--- config.mk ---
export PLATFORM = sky130hd
export DESIGN_NAME = lt_timer_bank
export DESIGN_NICKNAME = d
export VERILOG_FILES = /design/src/rtl/lt_timer_pkg.sv /design/src/rtl/lt_timer_ch.sv /design/src/rtl/lt_timer_bank.sv
export SDC_FILE = /design/constraint.sdc
export NUM_CORES = 1
export LEC_CHECK = 0
export ABC_CLOCK_PERIOD_IN_PS = 3600
export CORE_MARGIN = 2
export CORE_UTILIZATION = 47
export CTS_BUF_LIST = sky130_fd_sc_hd__clkbuf_8
export DETAILED_ROUTE_END_ITERATION = 8
export GPL_ROUTABILITY_DRIVEN = 0
export PLACE_DENSITY_LB_ADDON = 0.2
export SYNTH_ARGS = -nofsm -noshare
export SYNTH_HDL_FRONTEND = slang
export SYNTH_SLANG_ARGS = --single-unit
--- constraint.sdc ---
create_clock -name sb_clk -period 3.6 [get_ports sb_clk]
set_input_delay 0.9 -clock sb_clk [delete_from_list [all_inputs] [get_ports sb_clk]]
set_output_delay 0.9 -clock sb_clk [all_outputs]
set_load 0.01 [all_outputs]
--- src/rtl/lt_timer_pkg.sv ---
// lt_timer_pkg: shared tick/mode encodings and default LTSSM timeout limits
package lt_timer_pkg;
  typedef enum logic {TICK_BASE = 1'b0, TICK_SLOW = 1'b1} tick_sel_e;
  typedef enum logic {MODE_ONESHOT = 1'b0, MODE_PERIODIC = 1'b1} mode_e;
  localparam int TDISCONNECT_RX = 14;
  localparam int TCONNECT_RX = 25;
  localparam int TTRAINING_ERROR = 500;
  localparam int TDISABLED = 10;
  localparam int TGEN4_TS1 = 400;
  localparam int TGEN4_TS2 = 200;
endpackage

--- src/rtl/lt_timer_ch.sv ---
// lt_timer_ch: one timeout channel with a saturating or auto-reload counter
module lt_timer_ch
  import lt_timer_pkg::*;
#(
  parameter int CNT_W = 16
) (
  input  logic             sb_clk,
  input  logic             rst,
  input  logic             slow_tick,
  input  logic             run,
  input  logic             clear,
  input  logic             tick_sel,
  input  logic             periodic,
  input  logic [CNT_W-1:0] limit,
  output logic             expired,
  output logic             pulse
);
  logic [CNT_W-1:0] cnt;
  logic [CNT_W:0] cnt_nx;
  logic q, hit;
  // A saturated one-shot channel ignores further ticks until run or clear restarts it
  always_comb begin
    cnt_nx = {1'b0, cnt} + (CNT_W + 1)'(1);
    q = run && (tick_sel == TICK_SLOW ? slow_tick : 1'b1) && !expired;
    hit = q && (cnt_nx >= {1'b0, limit});
  end
  always_ff @(posedge sb_clk or negedge rst)
    if (!rst) begin
      cnt <= '0;
      expired <= 1'b0;
      pulse <= 1'b0;
    end else if (!run || clear) begin
      cnt <= '0;
      expired <= 1'b0;
      pulse <= 1'b0;
    end else if (limit == '0) begin
      expired <= 1'b0;
      pulse <= 1'b0;
    end else begin
      pulse <= hit;
      if (hit) begin
        cnt <= periodic == MODE_PERIODIC ? '0 : limit;
        expired <= periodic != MODE_PERIODIC;
      end else if (q) cnt <= cnt_nx[CNT_W-1:0];
    end
endmodule

--- src/rtl/lt_timer_bank.sv ---
// lt_timer_bank: NUM_CH programmable timeout channels sharing one sideband-clock prescaler
module lt_timer_bank
  import lt_timer_pkg::*;
#(
  parameter int NUM_CH = 8,
  parameter int CNT_W = 16,
  parameter int PRESCALE = 1000
) (
  input  logic                    sb_clk,
  input  logic                    rst,
  input  logic [NUM_CH-1:0]       ch_run,
  input  logic [NUM_CH-1:0]       ch_clear,
  input  logic [NUM_CH-1:0]       ch_tick_sel,
  input  logic [NUM_CH-1:0]       ch_periodic,
  input  logic [NUM_CH*CNT_W-1:0] ch_limit,
  output logic [NUM_CH-1:0]       ch_expired,
  output logic [NUM_CH-1:0]       ch_pulse,
  output logic                    slow_tick
);
  localparam int PW = $clog2(PRESCALE);
  logic [PW-1:0] pre;
  // slow_tick is registered one step early so it is high exactly while pre == PRESCALE-1
  always_ff @(posedge sb_clk or negedge rst)
    if (!rst) begin
      pre <= '0;
      slow_tick <= 1'b0;
    end else begin
      pre <= slow_tick ? '0 : pre + PW'(1);
      slow_tick <= pre == PW'(PRESCALE - 2);
    end
  for (genvar i = 0; i < NUM_CH; i++) begin : g_ch
    lt_timer_ch #(.CNT_W(CNT_W)) u_ch (
      .sb_clk(sb_clk),
      .rst(rst),
      .slow_tick(slow_tick),
      .run(ch_run[i]),
      .clear(ch_clear[i]),
      .tick_sel(ch_tick_sel[i]),
      .periodic(ch_periodic[i]),
      .limit(ch_limit[i*CNT_W +: CNT_W]),
      .expired(ch_expired[i]),
      .pulse(ch_pulse[i])
    );
  end
endmodule
# Word-level counts from Yosys, hierarchy flattened
# Index checks and enable logic that the tools add are counted.
[op_classes] addsub=9 n_lt_le_gt_ge=8 n_eq_ne=9 muxes=89 n_bitwise=8 reduce_logical=80
[op_table] op="$mux 16" n=40
[op_table] op="$add 16x1->17 const B" n=8
[op_table] op="$ge 17x16->1" n=8
[op_table] op="$logic_not 16->1" n=8
[op_table] op="$mux 1" n=48
[op_table] op="$reduce_bool 3->1" n=16
[op_table] op="$logic_and 1x1->1" n=24
[op_table] op="$logic_not 1->1" n=16
[op_table] op="$ne 2x1->1 const B" n=8
[op_table] op="$reduce_and 2->1" n=8
[op_table] op="$add 10x1->10 const B" n=1
[op_table] op="$eq 10x10->1 const B" n=1
[op_table] op="$mux 10" n=1
[op_table] op="$logic_or 1x1->1" n=8
[op_table] op="$not 1->1" n=8
[totals] register_bits=155 output_inout_bits=17 word_cells=229

# Depth between registers and ports, before layout
[depth] depth_word=7 ltp_mapped=16

# Hierarchy
# Synthesis repeated with hierarchy kept, for this count alone.
[hier_totals] hier_cells=1777 area_unflattened_um2=14757.9
[by_module_without_submodules] module="lt_timer_ch at g_ch[1].u_ch ..." instances=5 cells_each=225 area_per_inst_um2=1804.2 seq_area_each_um2=450.4
[by_module_without_submodules] module="lt_timer_ch at g_ch[0].u_ch ..." instances=2 cells_each=199 area_per_inst_um2=1720.4 seq_area_each_um2=450.4
[by_module_without_submodules] module="lt_timer_ch at g_ch[4].u_ch" instances=1 cells_each=206 area_per_inst_um2=1788.0 seq_area_each_um2=450.4
[by_module_without_submodules] module="lt_timer_bank" instances=1 cells_each=48 area_per_inst_um2=508.0 seq_area_each_um2=275.3

# Least setup slack after synthesis
# No wires, ideal clock.
[synth_path] kind="reg2reg" from="register g_ch[7].u_ch.cnt[0]" to="register g_ch[7].u_ch.cnt[4]" setup_ns=0.082 arrival_time_ns=3.654 required_time_ns=3.518 setup_slack_ns=-0.136 path_stages_with_launch=17 n_path_buf=2 path_cell_list="dfrtp_1 -> ha_1 -> nand3_1 -> or3_1 -> clkbuf_1 -> nor2_1 -> nand3_1 -> xnor2_1 -> ha_1 -> a21o_1 -> a21oi_1 -> o21ai_0 -> nor3_1 -> and2_1 -> buf_1 -> a22oi_1 -> o22ai_1"
[synth_between] elab_chain_len=6 word_cells_on_any_way=9 cone_classes="add/sub: 1; order compare: 1; mux: 4; reduce/logical: 3"
[synth_lines] item="start, declared" line="lt_timer_ch.sv:18" text="logic [CNT_W-1:0] cnt;"
[synth_lines] item="start signal, assigned" line="lt_timer_ch.sv:42" text="cnt <= periodic == MODE_PERIODIC ? '0 : limit;"
[synth_lines] item="start signal, assigned" line="lt_timer_ch.sv:44" text="end else if (q) cnt <= cnt_nx[CNT_W-1:0];"
[synth_lines] item="$add 16x1->17 (*)" line="lt_timer_ch.sv:23" text="cnt_nx = {1'b0, cnt} + (CNT_W + 1)'(1);"
[synth_lines] item="$ge 17x16->1" line="lt_timer_ch.sv:25" text="hit = q && (cnt_nx >= {1'b0, limit});"
[synth_lines] item="$logic_and 1x1->1" line="lt_timer_ch.sv:25"
[synth_lines] item="$mux 16" line="lt_timer_ch.sv:41" text="if (hit) begin"
[synth_lines] item="$mux 16" line="lt_timer_ch.sv:36" text="end else if (limit == '0) begin"
[synth_lines] item="$mux 16" line="lt_timer_ch.sv:32" text="end else if (!run || clear) begin"
# Mark *: on every way between the ends. The rest lies on a longest branch, timed or not. The select of a mux whose other input is x is not followed.
# A chain may end at the register's enable or synchronous reset.

# Final worst setup path
[layout_path] from="register g_ch[0].u_ch.cnt[1]" to="register g_ch[0].u_ch.cnt[15]"
[layout_between] elab_chain_len=6 word_cells_on_any_way=9 cone_classes="add/sub: 1; order compare: 1; mux: 4; reduce/logical: 3"
[layout_lines] item="start, declared" line="lt_timer_ch.sv:18"
[layout_lines] item="start signal, assigned" line="lt_timer_ch.sv:42"
[layout_lines] item="start signal, assigned" line="lt_timer_ch.sv:44"
[layout_lines] item="$add 16x1->17 (*)" line="lt_timer_ch.sv:23"
[layout_lines] item="$ge 17x16->1" line="lt_timer_ch.sv:25"
[layout_lines] item="$logic_and 1x1->1" line="lt_timer_ch.sv:25"
[layout_lines] item="$mux 16" line="lt_timer_ch.sv:41"
[layout_lines] item="$mux 16" line="lt_timer_ch.sv:36"
[layout_lines] item="$mux 16" line="lt_timer_ch.sv:32"
# Marks and branches as above.

==> results.py <==
metrics = {
    "global_routing": {
        "grt_pass1_wl_um": 63700,
        "antenna_found_initial": 4,
        "grt_pass1_vias": 13200,
        "grt_overflow_total": 0,
        "grtUsageTotal_pct": 25.3,
        "grt_max_degree": 65,
    },
    "timing": {
        "fin_hold_ws_ps": 305,
        "setup_ws_ps": 148,
        "hold_viol": 0,
        "fin_crit_sh_pct": 95.9,
        "setup_violations": 0,
        "fin_skew_ps": 21.6,
        "slew_headroom_pct": 28.0,
        "fmax_mhz": 290,
        "maxSlewViolCount": 0,
        "finalSetupTns_ps": 0,
        "tightest_slew_ps": 1080,
        "fin_crit_ps": 3450,
    },
    "floorplan": {
        "io_pins": 179,
        "start_util_pct": 47.6,
        "die_x_um": 174,
        "core_area_mm2": 0.0286,
        "die_h_um": 174,
        "num_rows": 62,
        "die_area_mm2": 0.0304,
    },
    "yosys": {
        "synth_fp_nets": 1986,
        "ys_ff_latch": 155,
        "synthCells": 1686,
        "synth.distinct_cells": 69,
        "async_flop_share_pct": 100,
        "ys_warn_count": 0,
        "netlist_area_mm2": 0.0136,
        "synth_flop_cell": "dfrtp_1",
        "synth_edf_count": 0,
        "synth_area_per_cell_um2": 8.08,
        "seq_area_frac_synth_pct": 28.5,
    },
    "power_and_ir_drop": {
        "internal_power_mw": 2.69,
        "p_comb_share_pct": 15.6,
        "power_density_mw_per_mm2": 221,
        "total_power_mw": 3.78,
        "switching_share_pct": 28.7,
        "ir_worst_vdd_v": 0.000244,
        "power.leakage_nw": 7.93,
        "pwr-share-seq_pct": 46.3,
        "clkPwrFrac_pct": 38.1,
        "p_sw_mw": 1.08,
    },
    "finish": {
        "final_common_cell": "clkdlybuf4s50_1",
        "drive_gt1_share_pct": 11.1,
        "layout_common_cells": "177 x clkdlybuf4s50_1, 166 x nand2_1, 158 x inv_1",
        "area_growth_pct": 25.3,
        "fin_area_mm2": 0.0171,
        "layout.nets": 2231,
        "fillers": 2553,
    },
    "placed_design": {
        "pre_cts_slack_ps": -29.2,
        "hpwlAfterDp_um": 30100,
        "portBuffers": 178,
        "dpl-instance-area_mm2": 0.0165,
    },
    "critical_path": {
        "crit_chain": "ha_2, nand3_1, nor2_2, nand4_1, xnor2_1, ha_1, or3b_2, a221oi_1, o211ai_1, a211o_2, mux2_2, a22o_1",
        "cpMaxStageDelayCell": "or3b_2",
        "setup.worst_path.end_class": "flop",
        "arrival_ps": 3800,
        "crit_required_ps": 3950,
        "reg2reg_depth": 12,
        "path_buf_inv": 0,
        "path_class": "flop to flop",
        "cp-start-kind": "flop",
        "critical-path-top-delay-family": "compound AO/OA/AOI/OAI gates",
        "slowest_delay_ps": 460,
        "rr_startpoint": "g_ch[0].u_ch.cnt[1]$_DFFE_PN0P_",
        "rr_endpoint": "g_ch[0].u_ch.cnt[15]$_DFFE_PN0P_",
        "path_max_fanout": 5,
        "r2r_setup_slack_ps": 150,
    },
    "clock_tree": {
        "clockBufferDepth": 2,
        "clkLatencyLatePin_ps": 460,
        "cts_hold_buffers": 0,
        "cts.sinks": 155,
        "clk_pin_slew_ps": 100,
        "cts-buffers-inserted": 17,
        "cts_root_buf": "clkbuf_8",
        "cts_tree": "built",
        "cts-htree-levels": 4,
    },
    "detailed_routing": {
        "first_pass_iters": 6,
        "routed_wl_um": 38800,
        "via_per_inst": 5.83,
        "num_vias": 13600,
        "wl_per_cell_um": 16.6,
        "drt_iter0_markers": 882,
        "drc_errors": 0,
        "ant_nets": 0,
    },
    "run_status": {
        "status": "completed",
    },
    "worst_hold_path": {
        "hold_class": "input port to asynchronous set/reset pin",
    },
    "job": {
        "drv_cap": 0,
    },
}
## logic make-up after synthesis
kind of cell               Yosys count  synth area share [%]
AOI/OAI and AO/OA                  400                  20.1
xor gates and xnor gates           116                  7.45
adders and majority gates          138                  12.7
buffers and inverters              240                  7.10
DFF                                155                  28.5
muxes                                4                 0.321
and+or+nand+nor                    633                  23.9
## cells in the mapped netlist, drive strengths merged (8+ instances only)
master / instances / area (um^2)
buf: 20 / 143
nor2b: 11 / 68.8
o21a: 8 / 60.1
a211oi: 13 / 97.6
nor2: 107 / 404
nand2b: 15 / 93.8
a22oi: 39 / 293
a22o: 8 / 70.1
a21oi: 107 / 536
nand2: 167 / 627
and2: 10 / 62.6
nor3b: 17 / 128
nor3: 32 / 160
ha: 138 / 1730
nand3: 97 / 495
nor4: 41 / 257
or3: 15 / 93.8
o21ai: 59 / 295
a31oi: 13 / 81.3
and3: 29 / 184
clkbuf: 60 / 225
o2bb2ai: 8 / 70.1
or4: 11 / 90.1
dfrtp: 155 / 3880
a221o: 17 / 170
xor2: 43 / 377
inv: 158 / 593
and4: 15 / 131
a32oi: 19 / 166
o211ai: 22 / 165
nand4: 42 / 263
xnor2: 73 / 639
a21o: 19 / 143
nand4b: 14 / 123
## layout make-up
class / count / area (um^2) / area share, %
flip-flops and latches: 155 / 3880 / 22.7
inverters: 160 / 601 / 3.52
multi-input cells: 1292 / 8920 / 52.2
clock inverters: 14 / 173 / 1.01
repair buffers: 305 / 2770 / 16.2
well taps: 384 / 480 / 2.81
clock buffers: 18 / 248 / 1.45
diodes: 2 / 5.00 / 0.0293
## through the flow
stage | util, % | std cells
finish | 59.7 | 2330
global route | 59.7 | 2329
CTS | 59.0 | 2320
detailed placement | 57.6 | 2288
global placement | 57.6 | 2288
floorplan | - | 1686
## sequential cells by signal (all words and copies together) (netlist names)
signal and count:
pre 10, slow_tick 1, g_ch.u_ch.expired 8, g_ch.u_ch.pulse 8
g_ch.u_ch.cnt 128
## timing repair
item / 4_1_cts / 5_1_grt
cloned: 0 / 1
gates resized for setup: 1 / 30
pin swaps: 1 / 3
setup buffers: 0 / 7
setup endpoints to repair: 3 / 86
## per-layer routing
| metal | up-vias | share of wire [%] | GRT usage [%] | routed length [um] |
|---|---|---|---|---|
| li1 | 6633 | - | - | - |
| met1 | 6496 | 45 | 32.8 | 17500 |
| met2 | 403 | 47 | 43.1 | 18200 |
| met3 | 56 | 5.7 | 4.35 | 2200 |
| met4 | 4 | 2.1 | 7.70 | 798 |
| met5 | - | 0.067 | 0 | 26 |
## power by group through the flow
stage | registers [mW] | clock network, mW | logic [mW]
after global placement | 1.78 | 0 | 0.574
final | 1.75 | 1.44 | 0.588
after CTS | 1.75 | 1.49 | 0.586
after global routing | 1.75 | 1.56 | 0.647
after detailed placement | 1.78 | 0 | 0.582
after floorplan | 1.78 | 0 | 0.207
## worst max path at each step
| stage | start | slack (ps) | to | cells past startpoint |
|---|---|---|---|---|
| floorplan | g_ch[7].u_ch.cnt[0]$_DFFE_PN0P_ | 20 | g_ch[7].u_ch.cnt[4]$_DFFE_PN0P_ | 16 |
| global placement | ch_limit[80] | 4 | g_ch[5].u_ch.cnt[0]$_DFFE_PN0P_ | 9 |
| detailed placement | ch_limit[54] | -30 | g_ch[3].u_ch.cnt[13]$_DFFE_PN0P_ | 10 |
| CTS | g_ch[7].u_ch.cnt[1]$_DFFE_PN0P_ | 10 | g_ch[7].u_ch.cnt[4]$_DFFE_PN0P_ | 15 |
| global route | g_ch[3].u_ch.cnt[6]$_DFFE_PN0P_ | -30 | g_ch[3].u_ch.cnt[5]$_DFFE_PN0P_ | 15 |
| finish | g_ch[0].u_ch.cnt[1]$_DFFE_PN0P_ | 150 | g_ch[0].u_ch.cnt[15]$_DFFE_PN0P_ | 12 |
No activity file was read; power rests on OpenSTA's default activity.
==> variant (config.mk and constraints unchanged) <==
The parameter `PRESCALE` goes from 1000 to 500.
--- a/src/rtl/lt_timer_bank.sv
+++ b/src/rtl/lt_timer_bank.sv
@@ -4,7 +4,7 @@
 #(
   parameter int NUM_CH = 8,
   parameter int CNT_W = 16,
-  parameter int PRESCALE = 1000
+  parameter int PRESCALE = 500
 ) (
   input  logic                    sb_clk,
   input  logic                    rst,
Behaviour: no difference found for any inputs over 4 cycles, from zero or initial values and one cycle with rst low; that may be too few to reach the edited logic, so the function may still have changed.
==> variant against the unedited design <==
Worst setup slack got worse by 0.12 ns. Critical path depth rose by 3. Sequential cell count fell by 1. Area after synthesis fell by 2.0%. Cell area fell by 3.7%. Total power rose by 0.56%. Non-clock buffer count fell by 46. Routed wire length fell by 9.4%. Fmax fell by 3.5%. Critical endpoint is now g_ch[2].u_ch.cnt[0]$_DFFE_PN0P_. Highest routed layer is now met4.
==> variant: results (changes against the unedited design) <==
status completed; Largest regs g_ch.u_ch.cnt (128), pre (9); max_cap viols 0 (unchanged); crit path max fanout 6 (+1); clock-pin slew on the worst setup and hold paths around 0.09 ns; pin count of the biggest net entering global routing 64 (-1.5%); share of cells above drive strength 1 8.647% (-2.4 points); drt first pass iters 6 (unchanged); first-pass GRT wire length 58.95 mm (-7.5%); actual slew at the worst max-slew pin 1.156 ns (+0.08031 ns); cells after synthesis 1638 (-2.8%); clock skew 0.02067 ns (-0.0009704 ns); Main synth FF type dfrtp_1; Sw Ratio 28.11% (-0.61 points); Synth cell types 75 (+8.7%); placed cells 2203 (-3.7%); Synth top cells by count 196 x nand2_1, 154 x dfrtp_1, 150 x inv_1; ys async rst share 100.0% (unchanged); clk buf depth 2 (unchanged); CTS Buf Count 17 (unchanged); fill count 2539 (-0.55%); Hold WC Path Type input port to async pin; dpl hpwl 27.12 mm (-9.7%); Leakage 7.934 nW (about the same); Max Slew Vio Count 0 (unchanged); GRT Util Overall 23.52% (-1.8 points); Max VDD drop 0.2149 mV (-12%); final wirelength 35.12 mm (-9.4%); routed wl met2 16.64 mm (-8.6%); M1 wire length 16.33 mm (-6.9%); Root Buffer clkbuf_8; # port buffers 178 (unchanged); antenna violations before repair 1 (-3); Vias/cell 5.562 (-4.7%); Syn. warnings 0 (unchanged); pre-CTS setup slack -0.02963 ns (-0.0003941 ns); initial drt markers 754 (-15%); placed instance area 0.01589 sq mm (-3.6%); Clk Latency, worst-skew pair about 0.47 ns; via count 12464 (-8.3%); Worst EP arrival 3.92 ns (+0.12 ns); routed wl met3 1.504 mm (-32%); top layer in use met4; nets 2149 (-3.7%); syn nets 1938 (-2.4%); register area share after synthesis 28.84% (+0.38 points); Synth area leaders dfrtp_1 29%, ha_1 13%, nand2_1 5.5%, xnor2_1 4.3%, inv_1 4.2%; H-Tree Level Count 4 (unchanged)
## variant: path summary, 6_finish.rpt
kind                                                  from                                to  slack, ns  depth (start not counted)
max                        g_ch[2].u_ch.cnt[0]$_DFFE_PN0P_   g_ch[2].u_ch.cnt[0]$_DFFE_PN0P_       0.02                         15
min                                                    rst      g_ch[0].u_ch.pulse$_DFF_PN0_       0.41                          1
max reg2reg                g_ch[2].u_ch.cnt[0]$_DFFE_PN0P_   g_ch[2].u_ch.cnt[0]$_DFFE_PN0P_       0.02                         15
min reg2reg                               pre[0]$_DFF_PN0_                  pre[0]$_DFF_PN0_       0.51                          1
max in group asynchronous                              rst  g_ch[3].u_ch.cnt[12]$_DFFE_PN0P_       2.45                          2
min in group sb_clk                       pre[0]$_DFF_PN0_                  pre[0]$_DFF_PN0_       0.51                          1
## variant: timing repair
action                     4_1_cts  5_1_grt
setup endpoints to repair        0       57
resized for setup                0       25
buffers inserted                 0        4
## variant: power by group through the flow
stage | Sequential [mW] | Clock, mW | Combinational, mW
floorplan | 1.78 | 0 | 0.228
global placement | 1.78 | 0 | 0.570
detailed placement | 1.78 | 0 | 0.576
CTS | 1.74 | 1.52 | 0.580
global route | 1.74 | 1.59 | 0.648
finish | 1.74 | 1.47 | 0.583
## variant: cell type report
class                   instances  area [sq um]  area share, %
flip-flops and latches        154          3857          23.45
diodes                          1         2.502        0.01521
clock inverters                15         197.7          1.202
inverters                     150         563.0          3.423
clock buffers                  17         234.0          1.422
well taps                     378         473.0          2.875
multi-input cells            1267          8702          52.91
repair buffers                259          2419          14.70
## variant: worst max-delay path, stage by stage, from the launching register on
cell and delay (ns):
dfrtp_1 0.37, ha_2 0.22, nand3_2 0.09, or2_4 0.28, buf_4 0.16, nor2_1 0.11, xor2_1 0.24, ha_1 0.32
nand2_1 0.10, nor2_1 0.05, a2111oi_2 0.35, a21oi_1 0.17, nor4_4 0.44, buf_6 0.21, nor4b_1 0.07, a221o_1 0.29
## variant: cell families (layout without fill, tap and decap cells)
family / after synthesis / after routing / share of synthesized area [%]
buf+inv: 217 / 441 / 6.863
flops: 154 / 154 / 28.84
mux: 41 / 41 / 3.090
simple gates: 620 / 620 / 22.56
xor+xnor: 115 / 115 / 7.537
other cells: 0 / 1 / 0
fa+ha+maj: 138 / 138 / 12.92
compound gates: 353 / 353 / 18.19
## variant: metal layers
layer	GRT usage (%)	vias to the layer above
li1	-	6232
met1	31.14	5885
met2	39.54	304
met3	3.606	43
met4	7.514	0
met5	0	-
## variant: per-stage QoR
stage	hold WS, ns	utilization, %	setup TNS, ns
after detailed placement	0.4977	57.03	-0.02963
after floorplan	0.4609	-	0
after global routing	0.4399	59.04	-1.411
after global placement	0.4891	57.03	0
final	0.4139	59.04	0
after CTS	0.4097	58.58	0
